===== src/rtl/oled_digit_column_streamer_pkg.sv =====
// Shared display types: 7-segment code, page count, glyph index widths, sequencer states.
// No logic; compile-time definitions only.
// No flow control; consumers apply their own.
package oled_digit_column_streamer_pkg;

    localparam int PAGES     = 4;
    localparam int GLYPH_X_W = 4;
    localparam int GLYPH_Y_W = 2;

    typedef struct packed {
        logic a;
        logic b;
        logic c;
        logic d;
        logic e;
        logic f;
        logic g;
    } seg_bits_t;

    // Named-segment view and raw 7-bit view of the same code.
    typedef union packed {
        seg_bits_t  seg;
        logic [6:0] individual;
    } Segments;

    typedef enum logic [1:0] {
        ST_IDLE  = 2'd0,
        ST_RUN   = 2'd1,
        ST_DRAIN = 2'd2
    } state_t;

endpackage


===== src/rtl/oled_digit_column_streamer_scan_index_counter.sv =====
// Nested col/digit/page scan counter with enable, synchronous clear and final-index flag.
// Latency: indices update one cycle after en; last is combinational from current indices.
// No backpressure of its own; caller gates en.
module oled_digit_column_streamer_scan_index_counter
    import oled_digit_column_streamer_pkg::*;
#(
    parameter int NUM_DIGITS = 4,
    parameter int CHAR_W     = 16,
    localparam int DIGIT_W   = (NUM_DIGITS > 1) ? $clog2(NUM_DIGITS) : 1
) (
    input  logic                 clk,
    input  logic                 rst_n,
    input  logic                 clear,
    input  logic                 en,
    output logic [GLYPH_X_W-1:0] col,
    output logic [DIGIT_W-1:0]   digit,
    output logic [GLYPH_Y_W-1:0] page,
    output logic                 last
);

    localparam logic [GLYPH_X_W-1:0] COL_LAST   = GLYPH_X_W'(CHAR_W - 1);
    localparam logic [DIGIT_W-1:0]   DIGIT_LAST = DIGIT_W'(NUM_DIGITS - 1);
    localparam logic [GLYPH_Y_W-1:0] PAGE_LAST  = GLYPH_Y_W'(PAGES - 1);

    logic col_wrap;
    logic digit_wrap;

    assign col_wrap   = (col == COL_LAST);
    assign digit_wrap = (digit == DIGIT_LAST);
    assign last       = col_wrap && digit_wrap && (page == PAGE_LAST);

    always_ff @(posedge clk or negedge rst_n) begin
        if (!rst_n) begin
            col   <= '0;
            digit <= '0;
            page  <= '0;
        end else if (clear) begin
            col   <= '0;
            digit <= '0;
            page  <= '0;
        end else if (en) begin
            col <= col_wrap ? '0 : col + 1'b1;
            if (col_wrap) begin
                digit <= digit_wrap ? '0 : digit + 1'b1;
                // Page wraps to 0 after the final index, leaving the scan ready for the next frame.
                if (digit_wrap) begin
                    page <= (page == PAGE_LAST) ? '0 : page + 1'b1;
                end
            end
        end
    end

endmodule


===== src/rtl/oled_digit_column_streamer.sv =====
// Scans page/digit/column over latched 7-seg codes and streams decoded pixel columns to the OLED.
// Latency: first byte valid two cycles after start; one byte per cycle while byte_ready holds.
// Backpressure: byte_valid && !byte_ready freezes byte_data/byte_valid and the scan indices.
module oled_digit_column_streamer
    import oled_digit_column_streamer_pkg::*;
#(
    parameter int NUM_DIGITS = 4,
    parameter int CHAR_W     = 16,
    localparam int DIGIT_W   = (NUM_DIGITS > 1) ? $clog2(NUM_DIGITS) : 1
) (
    input  logic                 clk,
    input  logic                 rst_n,
    input  logic                 start,
    input  Segments              digits_in [NUM_DIGITS],
    output logic                 busy,
    output logic                 done,
    output Segments              glyph_segments,
    output logic [GLYPH_X_W-1:0] glyph_x,
    output logic [GLYPH_Y_W-1:0] glyph_y,
    input  logic [7:0]           glyph_column,
    output logic [7:0]           byte_data,
    output logic                 byte_valid,
    input  logic                 byte_ready
);

    state_t              state;
    state_t              state_nxt;
    Segments             latched [NUM_DIGITS];
    logic [DIGIT_W-1:0]  digit;
    logic                last;
    logic                adv;
    logic                cnt_clear;
    logic                latch_en;
    logic                drain_hs;

    oled_digit_column_streamer_scan_index_counter #(
        .NUM_DIGITS (NUM_DIGITS),
        .CHAR_W     (CHAR_W)
    ) u_scan (
        .clk   (clk),
        .rst_n (rst_n),
        .clear (cnt_clear),
        .en    (adv),
        .col   (glyph_x),
        .digit (digit),
        .page  (glyph_y),
        .last  (last)
    );

    assign glyph_segments = latched[digit];
    assign busy           = (state != ST_IDLE);

    always_comb begin
        state_nxt = state;
        adv       = 1'b0;
        cnt_clear = 1'b0;
        latch_en  = 1'b0;
        drain_hs  = 1'b0;
        case (state)
            ST_IDLE: begin
                if (start) begin
                    state_nxt = ST_RUN;
                    cnt_clear = 1'b1;
                    latch_en  = 1'b1;
                end
            end
            ST_RUN: begin
                // Any handshake in RUN is also an advance, so the output slot never empties mid-frame.
                if (!byte_valid || byte_ready) begin
                    adv = 1'b1;
                    if (last) begin
                        state_nxt = ST_DRAIN;
                    end
                end
            end
            ST_DRAIN: begin
                if (byte_valid && byte_ready) begin
                    state_nxt = ST_IDLE;
                    drain_hs  = 1'b1;
                end
            end
            default: state_nxt = ST_IDLE;
        endcase
    end

    always_ff @(posedge clk or negedge rst_n) begin
        if (!rst_n) begin
            state <= ST_IDLE;
        end else begin
            state <= state_nxt;
        end
    end

    always_ff @(posedge clk or negedge rst_n) begin
        if (!rst_n) begin
            byte_data  <= '0;
            byte_valid <= 1'b0;
            done       <= 1'b0;
        end else begin
            done <= drain_hs;
            if (adv) begin
                byte_data  <= glyph_column;
                byte_valid <= 1'b1;
            end else if (drain_hs) begin
                byte_valid <= 1'b0;
            end
        end
    end

    always_ff @(posedge clk or negedge rst_n) begin
        if (!rst_n) begin
            for (int i = 0; i < NUM_DIGITS; i++) begin
                latched[i] <= '0;
            end
        end else if (latch_en) begin
            for (int i = 0; i < NUM_DIGITS; i++) begin
                latched[i] <= digits_in[i];
            end
        end
    end

endmodule


===== config.mk =====
export PLATFORM = sky130hd
export DESIGN_NAME = oled_digit_column_streamer
export DESIGN_NICKNAME = d
export VERILOG_FILES = /design/src/rtl/oled_digit_column_streamer_pkg.sv /design/src/rtl/oled_digit_column_streamer_scan_index_counter.sv /design/src/rtl/oled_digit_column_streamer.sv
export SDC_FILE = /design/constraint.sdc
export NUM_CORES = 1
export LEC_CHECK = 0
export CAP_MARGIN = 30
export CORE_MARGIN = 3
export CORE_UTILIZATION = 45
export CTS_CLUSTER_SIZE = 24
export DETAILED_ROUTE_END_ITERATION = 6
export PLACE_DENSITY = 0.84
export REMOVE_ABC_BUFFERS = 1
export SKIP_CTS_REPAIR_TIMING = 1
export SYNTH_ARGS = -nofsm -noshare
export SYNTH_HDL_FRONTEND = slang
export SYNTH_SLANG_ARGS = --single-unit

===== constraint.sdc =====
create_clock -name clk -period 3.5 [get_ports clk]
set_input_delay 0.875 -clock clk [delete_from_list [all_inputs] [get_ports clk]]
set_output_delay 0.875 -clock clk [all_outputs]
set_load 0.02 [all_outputs]

# == Word-level counts from Yosys, hierarchy flattened ==
# Cells that the tools add are included.
# totals
ff_bits,48
inputBits,40
word_cells,67
# op_classes
n_addsub,3
n_lt_le_gt_ge,1
n_eq_ne,9
muxes,28
bitwise_logic,1
reduce_logical,14
# ops
op,count
$mux W2,13
$bmux W7 S2,1
$mux W7,2
$mux W4,3
$reduce_bool A2 Y1,5
$mux W1,8
$ne A2 B2 Y1 const B,4
$eq A2 B2 Y1 const B,3
$pmux W2 S3,1
$add A2 B1 Y2 const B,2
$add A4 B1 Y4 const B,1
$eq A4 B4 Y1 const B,1
$reduce_and A4 Y1,1
$ge A3 B3 Y1 const B,1
$logic_and A1 B1 Y1,3
$not A2 Y3,1
$reduce_and A3 Y1,1
$eq A2 B1 Y1 const B,1
$logic_not A2 Y1,1
$reduce_and A2 Y1,1
$logic_not A1 Y1,1
$logic_or A1 B1 Y1,1

# == Depth between registers and ports, before layout ==
# logic_depth
ltp_word,6
depth_mapped,5
mapped_depth_nobuf,4

# == By module ==
# Synthesis repeated with hierarchy kept, for this count alone.
# hier_totals
hier_cells,151
hier_area_um2,2203.4
# by_module_without_submodules
mod,instances,cells_per_inst,area_per_inst_um2
oled_digit_column_streamer,1,107,1757.9
oled_digit_column_streamer_scan_index_counter,1,44,445.4

# == Least setup slack after synthesis ==
# OpenSTA, ideal clock, no wires.
# synth_timing
kind,reg2out
from,register u_scan.digit[0]
to,output glyph_segments[0] (netlist name)
arrival_ns,1.162
setup_slack_ns,1.463
path_stages_with_launch,3
cell_sequence,dfrtp_1 buf_2 mux4_2
# synth_rtl
item,line_no,text
"start, declared",oled_digit_column_streamer_scan_index_counter.sv:16,"output logic [DIGIT_W-1:0] digit,"
"start signal, assigned",oled_digit_column_streamer_scan_index_counter.sv:44,digit <= digit_wrap ? '0 : digit + 1'b1;
"end, declared",oled_digit_column_streamer.sv:17,"output Segments glyph_segments,"

==> flow_metrics.tcl <==
set metrics [dict create \
    status "complete, no violations" \
    synth_area_leaders "dfrtp_1 (56%), mux2_2 (20%), mux4_2 (7.4%)" \
    crit_chain "mux4_2 -> clkdlybuf4s50_1" \
    power_density_mw_per_mm2 611 \
    ys_top_cells_by_count "dfrtp_1 (48), mux2_2 (38), a21oi_1 (7), mux4_2 (7), buf_2 (5)" \
    grt_pass1_vias 1466 \
    rows 24 \
    p_int_mw 1.29 \
    synth.avg_cell_area_sq_um 14.5 \
    fin_crit_sh 0.856 \
    drive_gt1_frac 0.289 \
    initial_core_util 0.478 \
    path_clk_slew_ns 0.09 \
    power.share.combinational 0.314 \
    power_frac_seq 0.455 \
    portBuffers 63 \
    utilization 0.655 \
    cts_max_path_buffers 2 \
    rsz0062_at_grt "false" \
    hold_end "latched[21]$_DFFE_PN0N_" \
    maxCapViolCount 0 \
    yosysTopAreaCell "dfrtp_1" \
    start_kind "flop" \
    yosysTopAreaCellShare 0.561 \
    drt-vias-per-instance 5.45 \
    crit_type "flop to output pin" \
    avgRoutedWirePerCell_um 15.8 \
    cp.arrival_ns 2.12 \
    ios 64 \
    cts-htree-levels 2 \
    crit_required_ns 2.62 \
    setup_tns_ns 0 \
    netlist_area_sq_mm 0.00214 \
    switching_share 0.279 \
    yosysWarnings 0 \
    critical_path_peak_fanout 10 \
    grt_usage 0.160 \
    syn_to_final_growth_pct 36.9 \
    cts_sinks 48 \
    die_w_um 75.0 \
    r2r-start "state[1]$_DFFE_PN0P_" \
    grt_max_degree 38 \
    hold_viol 0 \
    dpl.hpwl_mm 3.05 \
    synth_edf_count 0 \
    grt_pass1_wl_mm 6.82 \
    insertion_delay_ns 0.30 \
    clkPwrFrac 0.231 \
    cts_buffers 5 \
    max_stage_delay_ns 0.70 \
    final_area_sq_mm 0.00293 \
    core_sq_mm 0.00447 \
    fin_nets 253 \
    wl_mm 4.15 \
    dp.cells 255 \
    final_antenna_net_count 0 \
    die_y_um 75.0 \
    min_from "latched[21]$_DFFE_PN0N_" \
    ys_seq_area_frac 0.561 \
    drc 0 \
    synth_cells 148 \
    num_antenna_cells 0 \
    cp-end-kind "output pin" \
    vias 1433 \
    ys_types 31 \
    async_reset_ff_frac 1.00 \
    r2r_end "byte_data[7]$_DFFE_PN0P_" \
    final_cells 263 \
    drv_slew 0 \
    hold_class "flop to flop" \
    grt_overflow 0 \
    firstDrtPassIters 4 \
    cp_slowest_cell "dfrtp_1" \
    ys_ff_latch 48 \
    setup_violations 0 \
    postPlaceCellArea_sq_mm 0.00281 \
    finalPower_mw 1.79 \
    drt_iter0_markers 65 \
    worstMarginPinSlew_ns 0.545 \
    slew_headroom 0.637 \
    cts_tree "yes" \
    antenna_found_initial 0 \
    design.die.area_sq_mm 0.00562 \
    root_buffer "clkbuf_8" \
    synth.most_common_cell "dfrtp_1" \
    r2r_slack_ns 1.85 \
    power.leakage_nw 1.20 \
    gp_congestion 0.718 \
    fmax_ghz 0.334 \
    reg2reg_depth 3 \
    synthFlopType "dfrtp_1" \
    p_switching_mw 0.499 \
    ir_drop_v 0.000301 \
    clock-skew-final_ns 0.00719 \
    min_period_ns 2.99 \
    min_path_cells 1 \
]
-- layout make-up --
type / instances / area (sq um)
multi-input combinational: 88 / 881
fill: 344 / 1550
clock inverter: 2 / 38.8
tap: 52 / 65.1
inverter: 2 / 7.51
sequential: 48 / 1200
clock buffer: 6 / 82.6
timing repair buffer: 65 / 653
-- cell families (layout without fill, tap and decap cells) --
family                     count (synthesis)  count (layout)  share of synthesized area
AOI/OAI and AO/OA                         16              16                     0.0474
adders and majority gates                  3               3                     0.0175
buffers and inverters                     12              75                     0.0292
DFF                                       48              48                      0.561
muxes                                     45              45                      0.274
and+or+nand+nor                           24              24                     0.0708
-- sequential cells by signal, indices dropped and copies added, names as in the netlist --
register,count
u_scan.page,2
byte_data,8
latched,28
state,2
u_scan.col,4
byte_valid,1
done,1
u_scan.digit,2
-- power groups by stage --
stage | combinational [mW] | clock, mW | sequential [mW]
2_1_floorplan | 0.305 | 0 | 0.834
3_3_place_gp | 0.551 | 0 | 0.820
3_5_place_dp | 0.568 | 0 | 0.829
4_1_cts | 0.569 | 0.430 | 0.817
5_1_grt | 0.604 | 0.455 | 0.838
6_report | 0.563 | 0.414 | 0.814
-- metal layers --
layer / vias up / wire, um / track usage
li1: 668 / - / -
met1: 705 / 1790 / 0.203
met2: 58 / 1990 / 0.265
met3: 2 / 354 / 0.0561
met4: 0 / 18 / 0.0356
met5: - / 0 / 0
-- worst max-delay path, delay by kind of cell, from the launching register on --
kind / cells / cell delay, ns
muxes: 1 / 0.57
DFF: 1 / 0.70
buffers and inverters: 1 / 0.55
-- through the flow --
step                      hold WS [ns]  setup WS [ns]
after global placement           0.483          0.820
after global routing             0.532          0.374
after detailed placement         0.495          0.789
after CTS                        0.516          0.445
final                            0.512          0.506
after floorplan                  0.475         -0.502
-- how the worst max path moves through the flow --
stage                             endpoint                        start
finish                   glyph_segments[5]  u_scan.digit[0]$_DFFE_PN0P_
global route             glyph_segments[5]  u_scan.digit[0]$_DFFE_PN0P_
CTS                      glyph_segments[5]  u_scan.digit[0]$_DFFE_PN0P_
detailed placement       glyph_segments[5]  u_scan.digit[0]$_DFFE_PN0P_
global placement         glyph_segments[2]  u_scan.digit[0]$_DFFE_PN0P_
floorplan           latched[0]$_DFFE_PN0N_                        start
-- placed cells by master (no fill, tap or decap), types with 2 or more instances in the layout --
cell	netlist	final
mux2_2	38	38
o22ai_1	2	2
nor2_1	2	2
nor2b_1	3	3
nand2b_1	2	2
clkdlybuf4s50_1	0	62
ha_1	3	3
dfrtp_1	48	48
mux4_2	7	7
inv_1	2	2
nand3_1	2	2
clkbuf_8	0	6
o31ai_1	2	2
a21oi_1	7	7
nand2_1	2	2
nand4_1	4	4
(Power assumes the default switching activity.)
